### config.mk
export PLATFORM = sky130hd
export DESIGN_NAME = character_buffer_packer
export DESIGN_NICKNAME = d
export VERILOG_FILES = /design/src/rtl/character_buffer_packer.sv
export SDC_FILE = /design/constraint.sdc
export NUM_CORES = 1
export LEC_CHECK = 0
export CORE_MARGIN = 4
export CORE_UTILIZATION = 55
export CTS_BUF_LIST = sky130_fd_sc_hd__clkbuf_8
export DETAILED_ROUTE_END_ITERATION = 10
export PLACE_DENSITY = 0.85
export SLEW_MARGIN = 20
export SYNTH_ARGS = -nofsm -noshare
export SYNTH_HDL_FRONTEND = slang
export SYNTH_SLANG_ARGS = --single-unit
export TNS_END_PERCENT = 30
### constraint.sdc
create_clock -name clock -period 5.9 [get_ports clock]
set_input_delay 0.885 -clock clock [delete_from_list [all_inputs] [get_ports clock]]
set_output_delay 0.885 -clock clock [all_outputs]
set_load 0.01 [all_outputs]
### src/rtl/character_buffer_packer.sv
// character_buffer_packer
// Packs a stream of 8-bit ASCII codes from the keyboard decoder into 64-bit
// words (eight characters each) and rewrites the word in progress into the
// 32-entry character buffer after every accepted edit. Backspace removes the
// last character of the current word, the flush character closes the word
// early, and the block stops accepting input once all 32 words are committed.
module character_buffer_packer #(
  parameter logic [7:0] FLUSH_CHAR     = 8'h0D,
  parameter logic [7:0] BACKSPACE_CHAR = 8'h08
) (
  input  logic        clock,
  input  logic        reset,
  input  logic [7:0]  char_in,
  input  logic        char_valid,
  output logic        char_ready,
  output logic [63:0] data_out,
  output logic [4:0]  address,
  output logic        write,
  output logic        full
);

  typedef enum logic [0:0] {
    IDLE  = 1'b0,
    WRITE = 1'b1
  } state_e;

  localparam logic [7:0] PRINT_LO = 8'h20;
  localparam logic [7:0] PRINT_HI = 8'h7E;
  localparam logic [4:0] LAST_PTR = 5'd31;

  state_e      state_q, state_d;
  logic [63:0] shadow_q, shadow_d;
  logic [2:0]  idx_q, idx_d;
  logic [4:0]  ptr_q, ptr_d;
  logic        wrap_q, wrap_d;
  logic        full_q, full_d;

  logic        accept;
  logic        is_printable;
  logic        is_backspace;
  logic        is_flush;
  logic [2:0]  idx_prev;
  logic [5:0]  put_base;
  logic [5:0]  del_base;

  // Decode the incoming character and the handshake once so both the FSM and
  // the datapath see the same view of what is being accepted this cycle.
  always_comb begin
    char_ready   = (state_q == IDLE) && !full_q;
    accept       = char_valid && char_ready;
    is_backspace = (char_in == BACKSPACE_CHAR);
    is_flush     = (char_in == FLUSH_CHAR);
    is_printable = (char_in >= PRINT_LO) && (char_in <= PRINT_HI)
                   && !is_backspace && !is_flush;
    idx_prev     = idx_q - 3'd1;
    put_base     = {idx_q, 3'b000};
    del_base     = {idx_prev, 3'b000};
  end

  // State register plus datapath flops; reset wins over any accepted input.
  always_ff @(posedge clock) begin
    if (reset) begin
      state_q  <= IDLE;
      shadow_q <= 64'h0;
      idx_q    <= 3'd0;
      ptr_q    <= 5'd0;
      wrap_q   <= 1'b0;
      full_q   <= 1'b0;
    end else begin
      state_q  <= state_d;
      shadow_q <= shadow_d;
      idx_q    <= idx_d;
      ptr_q    <= ptr_d;
      wrap_q   <= wrap_d;
      full_q   <= full_d;
    end
  end

  // Next FSM state: only edits that change the live word need a WRITE cycle;
  // flushes, no-op edits and dropped codes stay in IDLE.
  always_comb begin
    state_d = state_q;
    case (state_q)
      IDLE: begin
        if (accept) begin
          if (is_backspace) begin
            if (idx_q != 3'd0) begin
              state_d = WRITE;
            end
          end else if (is_printable) begin
            state_d = WRITE;
          end
        end
      end
      WRITE: begin
        state_d = IDLE;
      end
      default: begin
        state_d = IDLE;
      end
    endcase
  end

  // Datapath update: build the word in place, and advance the pointer either
  // when a flush closes a partial word or after the write of a completed word.
  always_comb begin
    shadow_d = shadow_q;
    idx_d    = idx_q;
    ptr_d    = ptr_q;
    wrap_d   = wrap_q;
    full_d   = full_q;
    case (state_q)
      IDLE: begin
        if (accept) begin
          if (is_backspace) begin
            if (idx_q != 3'd0) begin
              idx_d                  = idx_prev;
              shadow_d[del_base +: 8] = 8'h00;
            end
          end else if (is_flush) begin
            if (idx_q != 3'd0) begin
              shadow_d = 64'h0;
              idx_d    = 3'd0;
              if (ptr_q == LAST_PTR) begin
                full_d = 1'b1;
              end else begin
                ptr_d = ptr_q + 5'd1;
              end
            end
          end else if (is_printable) begin
            shadow_d[put_base +: 8] = char_in;
            wrap_d                  = (idx_q == 3'd7);
            idx_d                   = idx_q + 3'd1;
          end
        end
      end
      WRITE: begin
        if (wrap_q) begin
          shadow_d = 64'h0;
          if (ptr_q == LAST_PTR) begin
            full_d = 1'b1;
          end else begin
            ptr_d = ptr_q + 5'd1;
          end
        end
        wrap_d = 1'b0;
      end
      default: begin
        wrap_d = 1'b0;
      end
    endcase
  end

  // Outputs: the write strobe is exactly the WRITE state; the word and
  // pointer are presented directly so the buffer sees the live text.
  always_comb begin
    write    = (state_q == WRITE);
    data_out = shadow_q;
    address  = ptr_q;
    full     = full_q;
  end

endmodule

==> metrics.txt <==
PwrDens=217 mW/mm2; DR WL/cell=17.0 um; main combinational cell family by area after synthesis=simple AND/OR/NAND/NOR gates; post-synthesis sequential area ratio=0.391; Sequential Power Share=0.482; all-layer global routing usage=0.247; hold path depth=2; Switching Share=0.266; Syn Area/Cell=9.36 um2; detailed placement HPWL=7160 um; sw power=0.282 mW; CTS root buf=clkbuf_8; FMAX=265 MHz; flop2flop setup slack=2.13 ns; n_diodes=0; area leader, netlist=dfxtp_1; R2R cell count=8; Via density=5.70; leakage dissipation=1.55 nW; GRT busiest layer=met2; Initial Util=0.565; Post-synth EDFFs=0; Seq cells post-synth=75; grt total ovfl=0; TNS Setup=0 ns; Synth area leaders=dfxtp_1 39%, mux2i_1 15%, nand2_1 10%; Port Buffers=82; Bufs on Longest Clock Path=2; CTS HTree Levels=3; largest net degree at the start of global routing=57; clock group share of total power=0.419; DRT iter0 DRCs=278; Worst Hold Slack=0.462 ns; # nets final=502; total number of yosys warnings=0; Adder-Cell Fraction of Synth Area=0.0391; met2 usage=0.415; Area growth, synth to finish=27.6%; Row Count=30; async set-reset flop share out of synthesis=0; Synth Flop Type=dfxtp_1; Post-Route Skew=0.0116 ns; commonest non-fill, non-tap cell in the layout=nand2_1; Worst Path Max Fanout=13; CTS Buf Count=9; Hold Crit Class=register to register; WP data arrival=4.04 ns; Core Region=0.00679 mm2; Yosys top cell area share=0.391; Post-CTS Hold Fix Bufs=0; Max-Cap Viols=0; Fillers=509; WS Path Type=register to register; Clk pin slew, worst setup/hold paths=0.08 ns; TritonRoute pass-1 iters=4; CTS Sinks=75; Chip Height=91.5 um; met1 Use GR=0.323; # Post-CTS Setup Buffers=0; VDD IR-drop max=0.125 mV; final routed DRC violation total=0; combinational fraction of design power=0.099; GPL Wtd Cong=0.872; Setup crit end kind=register; internal power=0.780 mW; simple-gate share of the synthesized area=0.239; synthesized area=0.00384 mm2; initial antenna violation count=0; post-synthesis compound-gate area fraction=0.138; Mapped Cells=410; mux cell area share after synthesis=0.152; RSZ-0062 raised after global routing=false; status=finished clean; Die ar.=0.00838 mm2; Setup violations, final=0; met3 Use GR=0.0389; PnR worst setup slack=2.13 ns; Final Cycle Share=0.639; antenna violation net count after detailed routing=0; commonest non-fill, non-tap cells in the layout=105 x nand2_1, 81 x clkdlybuf4s50_1, 75 x dfxtp_1; Critical Path RT=6.16 ns; layout cells sized above 1=0.110; Slew Limit Fails=0; actual slew at the worst max-slew pin=0.882 ns; fin crit period=3.77 ns; Post-CTS Resized=0; Die Wd=91.5 um; vias=3306; # IOs=83; Distinct cells, synth=52; routed wire length=9850 um; Final Hold Fails=0; clock latency on the worst-skew pair=0.35 ns; crit start category=register; vias in the first global route=3305; global-route wire length before repair=16700 um; CTS tree=yes; Post-Synth XOR/XNOR Area=0.00457; pre-CTS setup slack=1.84 ns; post-layout power=1.06 mW; Slew HR=0.407; Synth Net Count=433; post-layout util=0.720
layer usage:
layer / vias to the layer above / share of wire
met2: 112 / 0.50
met1: 1603 / 0.43
met3: 10 / 0.056
li1: 1581 / -
met5: - / 0
met4: 0 / 0.012
critical path, cell delays in order, from the launching register on:
cell     delay (ns)
dfxtp_1        0.67
inv_1          0.26
ha_1           0.27
xnor2_1        0.60
ha_1           0.49
a31oi_1        0.40
a21oi_2        0.13
o31ai_4        0.56
mux2i_1        0.30
cells in the mapped netlist (2+ instances only):
| cell | n |
|---|---|
| nor2_1 | 11 |
| a21oi_2 | 3 |
| nor4_1 | 5 |
| o31ai_1 | 2 |
| o21ai_0 | 7 |
| dfxtp_1 | 75 |
| buf_2 | 4 |
| mux2i_1 | 57 |
| buf_6 | 2 |
| nor3_1 | 9 |
| a221oi_1 | 2 |
| nor3b_2 | 9 |
| a21oi_1 | 12 |
| o31ai_4 | 7 |
| ha_1 | 12 |
| or3_1 | 2 |
| nand2_1 | 105 |
| a211oi_1 | 2 |
| a31oi_4 | 3 |
| nand3_1 | 17 |
| nand4b_1 | 3 |
| or4_1 | 2 |
| or2_2 | 2 |
| inv_1 | 7 |
| nor2b_1 | 5 |
| clkbuf_1 | 19 |
final cells by class:
cell class,count,area [um2],area share
clock inverter,7,98.8,0.0202
inverter,7,26.3,0.00537
multi-input combinational,303,2200,0.450
tap,96,120,0.0245
sequential,75,1500,0.307
timing repair buffer,83,823,0.168
clock buffer,9,124,0.0253
metrics by stage:
stage	instance area (um2)	instances
after detailed placement	4670	564
after global placement	4670	564
after floorplan	3840	410
after global routing	4890	580
final	4890	580
after CTS	4890	580
final timing paths:
path / from / endpoint
setup / recovery: idx_q[0] / data_out[46]
hold / removal: data_out[27] / data_out[27]
hold reg to reg: data_out[27] / data_out[27]
setup reg to reg: idx_q[0] / data_out[46]
logic make-up (layout without fill, tap and decap cells):
kind of cell,after synthesis,after routing
compound gates,49,49
xor+xnor,2,2
fa+ha+maj,12,12
buf+inv,32,106
flops,75,75
mux,58,58
simple gates,182,182
flip-flops by register name, indices dropped and copies added, names as in the netlist:
name,cells
data_out,64
wrap_q,1
full,1
address,5
idx_q,3
write,1
power by group through the flow:
| stage | Clock, mW | Sequential, mW | Combinational [mW] |
|---|---|---|---|
| after floorplan | 0 | 0.522 | 0.0783 |
| after global placement | 0 | 0.524 | 0.101 |
| after detailed placement | 0 | 0.524 | 0.103 |
| after CTS | 0.448 | 0.512 | 0.104 |
| after global routing | 0.476 | 0.513 | 0.114 |
| final | 0.445 | 0.513 | 0.105 |
Note: power is estimated with default switching activity, not from simulation.
